## src/rtl/key_conditioner.sv

```systemverilog
// Push-button front end: two-flop synchroniser, polarity normalisation and
// an independent debounce FSM per key, with registered level and edge pulses.
module key_conditioner #(
  parameter int unsigned NUM_KEYS        = 4,
  parameter int unsigned DEBOUNCE_CYCLES = 500000,
  parameter int unsigned CNT_WIDTH       = 20,
  parameter bit          KEY_ACTIVE_LOW  = 1'b1
) (
  input  logic                clk,
  input  logic                RST,
  input  logic [NUM_KEYS-1:0] key_raw,
  output logic [NUM_KEYS-1:0] key_level,
  output logic [NUM_KEYS-1:0] key_press,
  output logic [NUM_KEYS-1:0] key_release,
  output logic                any_pressed
);

  typedef enum logic [1:0] {
    IDLE,
    PRESS_WAIT,
    PRESSED,
    RELEASE_WAIT
  } state_t;

  localparam logic [NUM_KEYS-1:0]  RAW_RELEASED = KEY_ACTIVE_LOW ? '1 : '0;
  localparam logic [CNT_WIDTH-1:0] CNT_LAST     = CNT_WIDTH'(DEBOUNCE_CYCLES - 1);

  logic [NUM_KEYS-1:0]  r_sync1;
  logic [NUM_KEYS-1:0]  r_sync2;
  logic [NUM_KEYS-1:0]  w_p;
  state_t               r_state     [NUM_KEYS];
  state_t               w_state_nxt [NUM_KEYS];
  logic [CNT_WIDTH-1:0] r_cnt       [NUM_KEYS];
  logic [CNT_WIDTH-1:0] w_cnt_nxt   [NUM_KEYS];
  logic [NUM_KEYS-1:0]  w_level_nxt;
  logic [NUM_KEYS-1:0]  w_press_nxt;
  logic [NUM_KEYS-1:0]  w_release_nxt;

  // Synchroniser resets to the released pin value so a key held through
  // reset is seen as a fresh press once reset lifts.
  always_ff @(posedge clk or negedge RST) begin
    if (!RST) begin
      r_sync1 <= RAW_RELEASED;
      r_sync2 <= RAW_RELEASED;
    end else begin
      r_sync1 <= key_raw;
      r_sync2 <= r_sync1;
    end
  end

  assign w_p = KEY_ACTIVE_LOW ? ~r_sync2 : r_sync2;

  always_ff @(posedge clk or negedge RST) begin
    if (!RST) begin
      for (int unsigned k = 0; k < NUM_KEYS; k++) begin
        r_state[k] <= IDLE;
        r_cnt[k]   <= '0;
      end
      key_level   <= '0;
      key_press   <= '0;
      key_release <= '0;
      any_pressed <= 1'b0;
    end else begin
      r_state     <= w_state_nxt;
      r_cnt       <= w_cnt_nxt;
      key_level   <= w_level_nxt;
      key_press   <= w_press_nxt;
      key_release <= w_release_nxt;
      any_pressed <= |w_level_nxt;
    end
  end

  always_comb begin
    w_level_nxt   = key_level;
    w_press_nxt   = '0;
    w_release_nxt = '0;
    for (int unsigned k = 0; k < NUM_KEYS; k++) begin
      w_state_nxt[k] = r_state[k];
      w_cnt_nxt[k]   = r_cnt[k];
      case (r_state[k])
        IDLE: begin
          if (w_p[k]) begin
            w_state_nxt[k] = PRESS_WAIT;
            w_cnt_nxt[k]   = '0;
          end
        end
        PRESS_WAIT: begin
          if (!w_p[k]) begin
            w_state_nxt[k] = IDLE;
            w_cnt_nxt[k]   = '0;
          end else if (r_cnt[k] == CNT_LAST) begin
            w_state_nxt[k] = PRESSED;
            w_cnt_nxt[k]   = '0;
            w_level_nxt[k] = 1'b1;
            w_press_nxt[k] = 1'b1;
          end else begin
            w_cnt_nxt[k] = r_cnt[k] + 1'b1;
          end
        end
        PRESSED: begin
          if (!w_p[k]) begin
            w_state_nxt[k] = RELEASE_WAIT;
            w_cnt_nxt[k]   = '0;
          end
        end
        RELEASE_WAIT: begin
          if (w_p[k]) begin
            w_state_nxt[k] = PRESSED;
            w_cnt_nxt[k]   = '0;
          end else if (r_cnt[k] == CNT_LAST) begin
            w_state_nxt[k]   = IDLE;
            w_cnt_nxt[k]     = '0;
            w_level_nxt[k]   = 1'b0;
            w_release_nxt[k] = 1'b1;
          end else begin
            w_cnt_nxt[k] = r_cnt[k] + 1'b1;
          end
        end
        default: begin
          w_state_nxt[k] = IDLE;
          w_cnt_nxt[k]   = '0;
        end
      endcase
    end
  end

endmodule

```

## config.mk

```make
export PLATFORM = sky130hd
export DESIGN_NAME = key_conditioner
export DESIGN_NICKNAME = d
export VERILOG_FILES = /design/src/rtl/key_conditioner.sv
export SDC_FILE = /design/constraint.sdc
export NUM_CORES = 1
export LEC_CHECK = 0
export CORE_ASPECT_RATIO = 1.5
export CORE_MARGIN = 5
export CORE_UTILIZATION = 55
export DETAILED_ROUTE_END_ITERATION = 10
export HOLD_SLACK_MARGIN = 0.12
export PLACE_DENSITY = 0.74
export SETUP_SLACK_MARGIN = 0.4
export SYNTH_ARGS = -nofsm -noshare
export SYNTH_HDL_FRONTEND = slang
export SYNTH_SLANG_ARGS = --single-unit
```

## constraint.sdc

```tcl
create_clock -name clk -period 6.1 [get_ports clk]
set_input_delay 1.22 -clock clk [delete_from_list [all_inputs] [get_ports clk]]
set_output_delay 1.22 -clock clk [all_outputs]
set_load 0.02 [all_outputs]
```

==> impl_results.md <==
* Status: completed
* Ratio of final minimum period to clock period at 43.3%
* Total wire length after detailed routing at 11400 um
* Post-route antenna net violation count at 0
* Area occupied by registers at 0.00274 mm2
* Worst setup path category: reg -> reg
* Classification of the worst-slack hold path: reg -> reg
* TritonCTS buffer count at 9
* Worst clock skew on the final layout at 7.29 ps
* Clock buffer depth at 2
* Buffer count from post-CTS setup fixing at 0
* Maximum vdd ir drop at 205 uV
* Number of distinct library cell variants in the gate-level netlist after synthesis at 51
* Detailed-route via count at 4393
* Horizontal die dimension at 91.2 um
* Synthesized netlist cell count at 569
* Minimum setup slack among reg-to-reg paths at 3460 ps
* Crit path DAT at 2830 ps
* Core region area at 0.00969 mm2
* P per Cell Area at 289 mW/mm2
* Area of the mapped netlist at 0.00543 mm2
* Vias in the first global route at 4151
* Actual transition at the worst max-transition pin at 914 ps
* Post-layout minimum cycle time at 2640 ps
* Post-synthesis average cell area at 9.55 um2
* Max Clk Rate at 379 MHz
* Fraction of the mapped netlist area in simple logic gates at 24.0%
* Setup violations, final at 0
* Overflow left after global routing at 0
* Layout net count at 594
* Detailed-routing iteration count for the pre-antenna-repair pass at 5
* Synth Warn # at 0
* Total clock sinks at 109
* Portion of the post-synthesis area used by sequential elements at 50.4%
* Share of async-settable or async-resettable flops after synthesis at 100%
* CP required at 6290 ps
* Most repeated library cell on the critical path: sky130_fd_sc_hd__nor2_1
* Stages on the worst setup path at 5
* Delay of the slowest critical-path stage at 640 ps
* Drt initial violations at 168
* Aggregate global-route resource usage at 19.0%
* Post-synthesis sequential element count at 109
* Fillers at 798
* Count of flip-flops with a built-in enable after synthesis at 0
* Clock slew at the register clock pins of the worst setup and hold paths at 70 ps
* XOR/XNOR Fraction of Synth Area at 3.87%
* Largest net degree at the start of global routing at 63
* I/O pin count at 19
* DP HPWL at 7720 um
* Detail-routed via count per cell at 6.24
* CTS tree: yes
* Final Max Slew Viols at 0
* Detailed-route DRC error count at 0
* Crit path max fanout at 12
* Most instantiated flip-flop cell in the synthesis netlist: sky130_fd_sc_hd__dfrtp_1
* CTS H-tree depth at 3
* Cells along the critical path: nor4b_1 > nand4_1 > o311a_1 > nor2_1 > nor2_1
* Area taken by multi-input logic gates at 0.00258 mm2
* Number of cells upsized or downsized after cts at 0
* Top library cells by usage in the layout, fill and taps aside: sky130_fd_sc_hd__dfrtp_1, sky130_fd_sc_hd__nand2_1, sky130_fd_sc_hd__nor2_1
* Final design utilization at 62.0%
* Depth of the worst hold-timing path at 0
* Adder-cell area share of the yosys netlist at 0.921%
* Buffers added on ports at 18
* Worst setup slack after layout at 3460 ps
* Area added between synthesis and finish at 10.5%
* Combinational family with the most area after synthesis: simple AND/OR/NAND/NOR gates
* Unrepaired setup endpoints after global routing: no
* Max-slew headroom at the worst pin at 38.7%
* WL per Instance at 16.1 um
* Antenna diode count at 0
* Die Y-Extent at 132 um
* Source-to-sink clock delay at the later pin of the worst-skew pair at 350 ps
* Worst hold margin at 359 ps
* Most frequent standard cell in the layout excluding fill and tap cells: sky130_fd_sc_hd__dfrtp_1
* Number of buffers added to fix hold violations after cts at 0
* Initial antenna violation count at 0
* Top Family by Delay on Critical Path: simple AND/OR/NAND/NOR gates
* Initial core utilization at 56.1%
* Number of hold violations in the final report at 0
* Compound-Gate Fraction of Synth Area at 17.6%
* Leakage at 2.52 nW
* Global-route wire length before repair at 19100 um
* Syn nets at 579
* Fraction of layout cells with a size suffix above 1 at 6.11%
* Max-cap violations at 0
* Setup crit start kind: flop
* Multiplexer share of the synthesized area at 1.11%
* Row count at 44
* Critical path buffer and inverter count at 0
* Die Outline Area at 0.0120 mm2
* RePlAce Congestion at 0.869
* Post-Place Worst Slack at 3600 ps
* Root buffer selected by CTS: sky130_fd_sc_hd__clkbuf_16
* Setup TNS at 0 ps
* CP Capture Type: flop
* Count of cells along the worst register-to-register path at 5
* Library cell contributing the largest single delay on the critical path: sky130_fd_sc_hd__nor2_1
per-layer routing:
metal,GRT usage (%),share of wire (%),up-vias
met4,7.50,2.0,0
met5,0,0,-
li1,-,-,2139
met2,31.7,50,96
met1,24.1,44,2138
met3,3.72,3.5,20
through the flow:
step	std cells	power (mW)	cell area, um2
finish	704	1.73	6010
global route	704	1.83	6010
CTS	704	1.75	6010
detailed placement	688	1.18	5720
global placement	688	1.16	5720
floorplan	569	1.09	5430
kinds of logic after synthesis:
| family | count (synthesis) |
|---|---|
| muxes | 6 |
| adders and majority gates | 4 |
| AOI/OAI and AO/OA | 145 |
| and+or+nand+nor | 250 |
| buffers and inverters | 31 |
| xor gates and xnor gates | 24 |
| DFF | 109 |
synth_stat cells (2+ instances only):
| library cell | n | share of area, % |
|---|---|---|
| sky130_fd_sc_hd__nor3_1 | 18 | 1.7 |
| sky130_fd_sc_hd__a21o_1 | 13 | 1.8 |
| sky130_fd_sc_hd__a22o_1 | 16 | 2.6 |
| sky130_fd_sc_hd__o211ai_1 | 3 | 0.41 |
| sky130_fd_sc_hd__a21oi_1 | 32 | 2.9 |
| sky130_fd_sc_hd__xnor2_1 | 14 | 2.3 |
| sky130_fd_sc_hd__nand4_1 | 26 | 3.0 |
| sky130_fd_sc_hd__dfrtp_1 | 101 | 47 |
| sky130_fd_sc_hd__a21boi_0 | 4 | 0.55 |
| sky130_fd_sc_hd__xor2_1 | 10 | 1.6 |
| sky130_fd_sc_hd__mux2i_1 | 6 | 1.1 |
| sky130_fd_sc_hd__a211oi_1 | 2 | 0.28 |
| sky130_fd_sc_hd__a31oi_1 | 16 | 1.8 |
| sky130_fd_sc_hd__or4_1 | 5 | 0.69 |
| sky130_fd_sc_hd__a41oi_1 | 6 | 0.97 |
| sky130_fd_sc_hd__nor2b_1 | 5 | 0.58 |
| sky130_fd_sc_hd__ha_1 | 4 | 0.92 |
| sky130_fd_sc_hd__o311ai_0 | 2 | 0.32 |
| sky130_fd_sc_hd__clkbuf_1 | 17 | 1.2 |
| sky130_fd_sc_hd__nand3_1 | 26 | 2.4 |
| sky130_fd_sc_hd__o21bai_1 | 2 | 0.28 |
| sky130_fd_sc_hd__nor4_1 | 7 | 0.81 |
| sky130_fd_sc_hd__o31ai_1 | 6 | 0.83 |
| sky130_fd_sc_hd__nand2b_1 | 2 | 0.23 |
| sky130_fd_sc_hd__or2_2 | 4 | 0.46 |
| sky130_fd_sc_hd__inv_1 | 13 | 0.90 |
| sky130_fd_sc_hd__nor4b_1 | 4 | 0.64 |
| sky130_fd_sc_hd__and3_1 | 11 | 1.3 |
| sky130_fd_sc_hd__and4_1 | 10 | 1.6 |
| sky130_fd_sc_hd__nand3b_1 | 2 | 0.28 |
| sky130_fd_sc_hd__nor2_1 | 56 | 3.9 |
| sky130_fd_sc_hd__or3_1 | 6 | 0.69 |
| sky130_fd_sc_hd__dfstp_2 | 8 | 3.9 |
| sky130_fd_sc_hd__o21ai_0 | 32 | 2.9 |
| sky130_fd_sc_hd__nand2_1 | 57 | 3.9 |
| sky130_fd_sc_hd__a211o_1 | 3 | 0.48 |
| sky130_fd_sc_hd__and2_1 | 6 | 0.69 |
power by group:
part | switching [mW] | total [mW] | internal (mW)
registers | 0.0494 | 0.815 | 0.765
logic | 0.241 | 0.353 | 0.112
clock network | 0.253 | 0.566 | 0.313
total | 0.544 | 1.73 | 1.19
layout make-up:
| type | count | share of cell area (%) |
|---|---|---|
| Sequential cell | 109 | 45.6 |
| Multi-Input combinational cell | 429 | 42.9 |
| Clock buffer | 14 | 4.56 |
| Timing Repair Buffer | 22 | 3.46 |
| Tap cell | 115 | 2.40 |
| Inverter | 13 | 0.812 |
| Clock inverter | 2 | 0.271 |
sequential cells by signal, summed over array words and instances, names as in the netlist, named ones only:
| name | flops |
|---|---|
| r_sync2 | 4 |
| r_state | 4 |
| r_sync1 | 4 |
| key_press | 4 |
| any_pressed | 1 |
| key_release | 4 |
| r_cnt | 80 |
| key_level | 4 |
worst paths after layout:
path / endpoint / startpoint
max: r_cnt[77] / r_cnt[71]
min: r_sync2[0] / r_sync1[0]
max reg2reg: r_cnt[77] / r_cnt[71]
min reg2reg: r_sync2[0] / r_sync1[0]
max in group asynchronous: r_cnt[27] / RST
min in group asynchronous: r_cnt[45] / RST
No activity file was read; power rests on OpenSTA's default activity.
